<file path="config.mk">
export PLATFORM = sky130hd
export DESIGN_NAME = jtframe_dwnld_arb
export DESIGN_NICKNAME = d
export VERILOG_FILES = /design/src/rtl/jtframe_dwnld_pkg.sv /design/src/rtl/jtframe_dwnld_fifo.sv /design/src/rtl/jtframe_dwnld_arb.sv
export SDC_FILE = /design/constraint.sdc
export NUM_CORES = 1
export LEC_CHECK = 0
export ABC_AREA = 1
export CAP_MARGIN = 20
export CORE_MARGIN = 2
export CORE_UTILIZATION = 50
export CTS_CLUSTER_SIZE = 16
export DETAILED_ROUTE_END_ITERATION = 12
export GPL_TIMING_DRIVEN = 1
export PLACE_DENSITY = 0.77
export SLEW_MARGIN = 25
export SYNTH_ARGS = -nofsm -noshare
export SYNTH_HDL_FRONTEND = slang
export SYNTH_SLANG_ARGS = --single-unit
export TNS_END_PERCENT = 20
</file>
<file path="constraint.sdc">
create_clock -name clk -period 4.6 [get_ports clk]
set_input_delay 0.69 -clock clk [delete_from_list [all_inputs] [get_ports clk]]
set_output_delay 0.69 -clock clk [all_outputs]
set_load 0.02 [all_outputs]
</file>
<file path="src/rtl/jtframe_dwnld_pkg.sv">
// Shared types and constants for the ROM download / game read arbiter.
// Imported by the arbiter top; the FIFO stays type-agnostic.
package jtframe_dwnld_pkg;

    typedef enum logic [1:0] {
        ST_IDLE   = 2'd0,
        ST_WR     = 2'd1,
        ST_RD     = 2'd2,
        ST_RDWAIT = 2'd3
    } state_t;

    // Byte-disable masks, active high, bit 0 = low byte
    localparam logic [1:0] MASK_FULL = 2'b00;
    localparam logic [1:0] MASK_LO   = 2'b10;
    localparam logic [1:0] MASK_HI   = 2'b01;
    localparam logic [1:0] MASK_NONE = 2'b11;

    function automatic logic [15:0] lo_word(input logic [7:0] b);
        return {8'h00, b};
    endfunction

endpackage

</file>
<file path="src/rtl/jtframe_dwnld_fifo.sv">
// Small synchronous FIFO holding assembled SDRAM write words.
// Full/empty use one extra pointer bit; push on full succeeds with a pop.
module jtframe_dwnld_fifo #(
    parameter int DEPTH = 4,
    parameter int W     = 8
) (
    input  logic         clk,
    input  logic         rst_n,
    input  logic         i_push,
    input  logic [W-1:0] i_din,
    input  logic         i_pop,
    output logic [W-1:0] o_dout,
    output logic         o_full,
    output logic         o_empty,
    output logic         o_drop
);
    localparam int PW = $clog2(DEPTH);

    logic [W-1:0] r_mem [DEPTH];
    logic [PW:0]  r_wp;
    logic [PW:0]  r_rp;
    logic         w_do_push;
    logic         w_do_pop;

    assign o_empty   = (r_wp == r_rp);
    assign o_full    = (r_wp[PW] != r_rp[PW]) &&
                       (r_wp[PW-1:0] == r_rp[PW-1:0]);
    assign w_do_pop  = i_pop && !o_empty;
    assign w_do_push = i_push && (!o_full || w_do_pop);
    assign o_drop    = i_push && !w_do_push;
    assign o_dout    = r_mem[r_rp[PW-1:0]];

    // Pointer update; wrap is implicit in the modulo-2*DEPTH counters
    always_ff @(posedge clk or negedge rst_n) begin
        if (!rst_n) begin
            r_wp <= '0;
            r_rp <= '0;
        end else begin
            if (w_do_push) r_wp <= r_wp + 1'b1;
            if (w_do_pop)  r_rp <= r_rp + 1'b1;
        end
    end

    // Storage write; contents need no reset since pointers gate reads
    always_ff @(posedge clk) begin
        if (w_do_push) r_mem[r_wp[PW-1:0]] <= i_din;
    end

endmodule

</file>
<file path="src/rtl/jtframe_dwnld_arb.sv">
// Packs download bytes into 16-bit SDRAM writes and arbitrates them
// against game reads; writes always win over reads.
module jtframe_dwnld_arb
    import jtframe_dwnld_pkg::*;
#(
    parameter int AW         = 22,
    parameter int FIFO_DEPTH = 4
) (
    input  logic          clk,
    input  logic          rst_n,
    input  logic          downloading,
    input  logic [24:0]   ioctl_addr,
    input  logic [7:0]    ioctl_data,
    input  logic          ioctl_wr,
    input  logic          rd_req,
    input  logic [AW-1:0] rd_addr,
    output logic          rd_ack,
    output logic          rd_valid,
    output logic [15:0]   rd_data,
    output logic          sdram_req,
    output logic          sdram_wrn,
    output logic [AW-1:0] sdram_addr,
    output logic [15:0]   sdram_din,
    output logic [1:0]    sdram_mask,
    input  logic          sdram_ack,
    input  logic          sdram_dst,
    input  logic [15:0]   sdram_dout,
    output logic          overflow
);
    localparam int EW = AW + 18;

    state_t        r_state;
    state_t        w_next;
    logic          r_pend;
    logic [AW-1:0] r_lat_addr;
    logic [7:0]    r_lat_byte;
    logic          r_dl_q;
    logic          r_overflow;
    logic          r_rd_valid;
    logic [15:0]   r_rd_data;

    logic [AW-1:0] w_waddr;
    logic          w_even;
    logic          w_match;
    logic          w_fall;
    logic          w_push;
    logic [AW-1:0] w_push_addr;
    logic [15:0]   w_push_din;
    logic [1:0]    w_push_mask;
    logic          w_pop;
    logic [EW-1:0] w_head;
    logic          w_full;
    logic          w_empty;
    logic          w_drop;

    assign w_waddr = ioctl_addr[AW:1];
    assign w_even  = ~ioctl_addr[0];
    assign w_match = r_pend && (r_lat_addr == w_waddr);
    assign w_fall  = r_dl_q && !downloading;

    generate
        if (AW < 24) begin : g_hi
            logic w_unused_hi;
            assign w_unused_hi = ^ioctl_addr[24:AW+1];
        end
    endgenerate

    // Decide what word, if any, enters the FIFO this cycle
    always_comb begin
        w_push      = 1'b0;
        w_push_addr = '0;
        w_push_din  = '0;
        w_push_mask = MASK_NONE;
        if (ioctl_wr) begin
            if (w_even) begin
                if (r_pend) begin
                    w_push      = 1'b1;
                    w_push_addr = r_lat_addr;
                    w_push_din  = lo_word(r_lat_byte);
                    w_push_mask = MASK_LO;
                end
            end else if (w_match) begin
                w_push      = 1'b1;
                w_push_addr = w_waddr;
                w_push_din  = {ioctl_data, r_lat_byte};
                w_push_mask = MASK_FULL;
            end else begin
                w_push      = 1'b1;
                w_push_addr = w_waddr;
                w_push_din  = {ioctl_data, 8'h00};
                w_push_mask = MASK_HI;
            end
        end else if (w_fall && r_pend) begin
            w_push      = 1'b1;
            w_push_addr = r_lat_addr;
            w_push_din  = lo_word(r_lat_byte);
            w_push_mask = MASK_LO;
        end
    end

    // Low-byte latch and the pending flag for a half-built word
    always_ff @(posedge clk or negedge rst_n) begin
        if (!rst_n) begin
            r_pend     <= 1'b0;
            r_lat_addr <= '0;
            r_lat_byte <= '0;
        end else if (ioctl_wr) begin
            if (w_even) begin
                r_pend     <= 1'b1;
                r_lat_addr <= w_waddr;
                r_lat_byte <= ioctl_data;
            end else if (w_match) begin
                r_pend <= 1'b0;
            end
        end else if (w_fall) begin
            r_pend <= 1'b0;
        end
    end

    // Download edge tracking and the sticky drop flag
    always_ff @(posedge clk or negedge rst_n) begin
        if (!rst_n) begin
            r_dl_q     <= 1'b0;
            r_overflow <= 1'b0;
        end else begin
            r_dl_q <= downloading;
            if (w_drop) r_overflow <= 1'b1;
        end
    end

    jtframe_dwnld_fifo #(
        .DEPTH (FIFO_DEPTH),
        .W     (EW)
    ) u_fifo (
        .clk     (clk),
        .rst_n   (rst_n),
        .i_push  (w_push),
        .i_din   ({w_push_addr, w_push_din, w_push_mask}),
        .i_pop   (w_pop),
        .o_dout  (w_head),
        .o_full  (w_full),
        .o_empty (w_empty),
        .o_drop  (w_drop)
    );

    // FSM state register
    always_ff @(posedge clk or negedge rst_n) begin
        if (!rst_n) r_state <= ST_IDLE;
        else        r_state <= w_next;
    end

    // Next state; a push arriving this cycle already claims the bus
    always_comb begin
        w_next = r_state;
        unique case (r_state)
            ST_IDLE: begin
                if (!w_empty || w_push)         w_next = ST_WR;
                else if (rd_req && !downloading) w_next = ST_RD;
            end
            ST_WR:     if (sdram_ack) w_next = ST_IDLE;
            ST_RD:     if (sdram_ack) w_next = ST_RDWAIT;
            ST_RDWAIT: if (sdram_dst) w_next = ST_IDLE;
            default:   w_next = ST_IDLE;
        endcase
    end

    // Bus outputs; idle values equal the reset values
    always_comb begin
        sdram_req  = 1'b0;
        sdram_wrn  = 1'b1;
        sdram_addr = '0;
        sdram_din  = '0;
        sdram_mask = MASK_NONE;
        rd_ack     = 1'b0;
        w_pop      = 1'b0;
        unique case (r_state)
            ST_WR: begin
                sdram_req  = 1'b1;
                sdram_wrn  = 1'b0;
                sdram_addr = w_head[EW-1:18];
                sdram_din  = w_head[17:2];
                sdram_mask = w_head[1:0];
                w_pop      = sdram_ack;
            end
            ST_RD: begin
                sdram_req  = 1'b1;
                sdram_addr = rd_addr;
                rd_ack     = sdram_ack;
            end
            default: ;
        endcase
    end

    // Read data capture and its one-cycle valid strobe
    always_ff @(posedge clk or negedge rst_n) begin
        if (!rst_n) begin
            r_rd_valid <= 1'b0;
            r_rd_data  <= '0;
        end else begin
            r_rd_valid <= (r_state == ST_RDWAIT) && sdram_dst;
            if ((r_state == ST_RDWAIT) && sdram_dst)
                r_rd_data <= sdram_dout;
        end
    end

    assign rd_valid = r_rd_valid;
    assign rd_data  = r_rd_data;
    assign overflow = r_overflow;

endmodule

</file>
==> results.sh <==
export IMPL_critPathSlowestCell="clkdlybuf4s50_1"
export IMPL_grt_pass1_wl_um=34400
export IMPL_antenna_found_initial=0
export IMPL_wl_um=22150
export IMPL_p_sw_mw=2.617
export IMPL_dieHeight_um=141.5
export IMPL_path_cells="inv_1 -> ha_1 -> buf_4 -> clkinv_1 -> a21oi_1 -> clkdlybuf4s50_1"
export IMPL_fill_cells=1433
export IMPL_synth_fa_ha_area_frac=0.01191
export IMPL_fin_cells=1310
export IMPL_clock_skew_ns=0.006434
export IMPL_hold_class="in2async"
export IMPL_tightest_slew_ns=1.002
export IMPL_synth_seq_cells=218
export IMPL_synth_top_cells_by_area="edfxtp_1 51%, dfrtp_1 15%, nand2_1 8.1%"
export IMPL_postSynthCellCount=936
export IMPL_synth_warnings=0
export IMPL_end_kind="output port"
export IMPL_cts_num_sinks=218
export IMPL_wl_per_cell_um=16.91
export IMPL_areaGrowthSynthToFinish_pct=23.87
export IMPL_rr_startpoint="u_fifo.r_rp[0]"
export IMPL_max_slew_margin_rel=0.3321
export IMPL_cts_tree="done"
export IMPL_outcome="complete, no violations"
export IMPL_placedCellCount=1270
export IMPL_fin_total_pwr_mw=7.168
export IMPL_synth_nets=1023
export IMPL_final_seq_area_mm2=0.006259
export IMPL_setup_tns_final_ns=0
export IMPL_multiInputGateArea_mm2=0.002710
export IMPL_whs_ns=0.2680
export IMPL_grt_overflow_total=0
export IMPL_synthMuxAreaShare=0
export IMPL_layout_nets=1147
export IMPL_postSynthAreaPerCell_um2=10.10
export IMPL_dieArea_mm2=0.02003
export IMPL_gp_congestion=0.8209
export IMPL_yosysMostFrequentCell="nand2_1"
export IMPL_die_w_um=141.5
export IMPL_cp_num_buf_inv=4
export IMPL_drive_gt1_frac=0.05297
export IMPL_grt_max_degree=83
export IMPL_arrival_ns=3.25
export IMPL_grt_pass1_vias=6833
export IMPL_syn_cell_area_mm2=0.009458
export IMPL_synth_xor_area_frac=0.005556
export IMPL_swShare=0.3650
export IMPL_diodes=0
export IMPL_synthSimpleGateAreaFrac=0.1499
export IMPL_synth_flop_cell="edfxtp_1"
export IMPL_cts_buffers=22
export IMPL_synth_top_family_by_area="simple AND/OR/NAND/NOR gates"
export IMPL_io_buffers=136
export IMPL_p_leak_nw=4.597
export IMPL_p_int_mw=4.551
export IMPL_rsz0062_at_grt="no"
export IMPL_synth_distinct_cells=33
export IMPL_report_final_hold_viol_count=0
export IMPL_path_class="reg2out"
export IMPL_ant_nets=0
export IMPL_vias=7065
export IMPL_p_clk_frac=0.237
export IMPL_ios=139
export IMPL_hpwl_um=13660
export IMPL_track_usage=0.2188
export IMPL_cpPeakStageDelay_ns=0.67
export IMPL_cts_repair_resized=0
export IMPL_setup_viol=0
export IMPL_rows=50
export IMPL_fmaxAchievable_mhz=253.9
export IMPL_synth_compound_area_frac=0.1168
export IMPL_synth_seq_area_share=0.6615
export IMPL_initial_utilization=0.5073
export IMPL_slew_viol_final=0
export IMPL_cts_hold_buf=0
export IMPL_fp_coreArea_mm2=0.01864
export IMPL_crit_path_start="r_state[1]"
export IMPL_drc=0
export IMPL_ir_drop_v=0.0003087
export IMPL_routed_via_density=5.393
export IMPL_cts_path_max_buffers=3
export IMPL_root_buffer="clkbuf_16"
export IMPL_synth_commonest_cells="205 x nand2_1, 160 x edfxtp_1, 149 x nor2_1"
export IMPL_drtIter0Drc=788
export IMPL_finalCritPeriodShare=0.8561
export IMPL_worst_setup_path_start_kind="flip-flop"
export IMPL_required_ns=3.91
export IMPL_clk_pin_slew_worst_paths_ns=0.06
export IMPL_layout_min_cycle_time_ns=3.938
export IMPL_clk_latency_ns=0.50
export IMPL_post_cts_setup_buffer_count=0
export IMPL_path_max_fanout=26
export IMPL_path_delay_family="buffers and inverters"
export IMPL_drtPass1Iterations=5
export IMPL_comb_power_share=0.373
export IMPL_h_tree_depth=1
export IMPL_synth_edf_count=160
export IMPL_synth_top_area_frac=0.5080
export IMPL_p_per_area_mw_per_mm2=611.9
export IMPL_drv_cap=0
export IMPL_synthArstFlopShare=0.2661
export IMPL_synth_largest_area_cell="edfxtp_1"
export IMPL_p_seq_frac=0.390
## power by group through the flow
| stage | combinational [mW] | clock, mW | sequential [mW] |
|---|---|---|---|
| finish | 2.67 | 1.70 | 2.80 |
| CTS | 2.69 | 1.72 | 2.79 |
| floorplan | 1.61 | 0 | 2.85 |
| global placement | 2.62 | 0 | 2.81 |
| detailed placement | 2.68 | 0 | 2.83 |
| global route | 2.92 | 1.79 | 2.84 |
## metal layers
layer / GRT usage / share of wire / up-vias / wire length [um]
met4: 0.06632 / 0.019 / 0 / 419
li1: - / - / 3390 / -
met2: 0.3669 / 0.48 / 303 / 10580
met3: 0.03206 / 0.083 / 30 / 1838
met1: 0.2995 / 0.42 / 3342 / 9310
met5: 0 / 0 / - / 0
## path summary, 6_finish.rpt
| check | to | slack (ns) | cells past startpoint |
|---|---|---|---|
| max | sdram_din[7] | 0.66 | 6 |
| min | r_lat_addr[13] | 0.27 | 1 |
| max reg2reg | u_fifo.r_mem[3][25] | 1.48 | 9 |
| min reg2reg | rd_data[4] | 0.48 | 2 |
| max in group asynchronous | u_fifo.r_rp[0] | 3.49 | 2 |
| min in group clk | rd_data[4] | 0.48 | 2 |
## state kept, by name (all words and copies together) (netlist names)
signal        count
overflow          1
r_dl_q            1
r_lat_addr       22
r_lat_byte        8
r_pend            1
r_state           2
rd_data          16
rd_valid          1
u_fifo.r_mem    160
u_fifo.r_rp       3
u_fifo.r_wp       3
## final cells by class
cell class	instances	share of cell area
flip-flops and latches	218	0.5342
multi-input cells	588	0.2313
repair buffers	147	0.1239
clock buffers	30	0.05223
inverters	83	0.02681
well taps	234	0.02499
clock inverters	10	0.006515
## metrics by stage
| stage | util | setup slack, ns | area, um^2 |
|---|---|---|---|
| after global routing | 0.6284 | 0.5032 | 11720 |
| after global placement | 0.5915 | 1.230 | 11030 |
| after CTS | 0.6284 | 0.6495 | 11720 |
| after detailed placement | 0.5915 | 1.205 | 11030 |
| after floorplan | - | 1.297 | 9458 |
| final | 0.6284 | 0.6621 | 11720 |
## cell usage in the layout, fill, tap and decap left out, types with 2 or more instances in the layout
master / netlist / final
ha_1: 9 / 9
edfxtp_1: 160 / 160
clkinv_2: 0 / 2
nand2_2: 2 / 2
clkdlybuf4s50_1: 0 / 135
clkbuf_16: 0 / 23
xnor2_1: 2 / 2
o21ai_0: 112 / 112
nand3_1: 5 / 5
inv_1: 78 / 78
a21oi_1: 43 / 43
xor2_1: 4 / 4
clkinv_1: 2 / 6
nor2_1: 149 / 146
buf_4: 0 / 10
nand2_1: 205 / 205
clkbuf_1: 31 / 6
dfrtp_2: 0 / 2
dfrtp_1: 58 / 56
nor2_4: 1 / 4
inv_2: 2 / 2
o22ai_1: 44 / 44
o221ai_1: 2 / 2
## worst register-to-register path: stages (launching register included)
cell     delay, ns
dfrtp_2       0.84
inv_4         0.48
nand2_1       0.20
nand2_1       0.07
nand3_2       0.07
nor2_1        0.06
inv_2         0.07
nand2_4       0.11
nor2_4        0.31
buf_4         0.52
## logic make-up after synthesis
kind of cell    count (synthesis)
compound gates                206
xor+xnor                        6
fa+ha+maj                       9
buf+inv                       130
flops                         218
simple gates                  367
No activity file was read; power rests on OpenSTA's default activity.
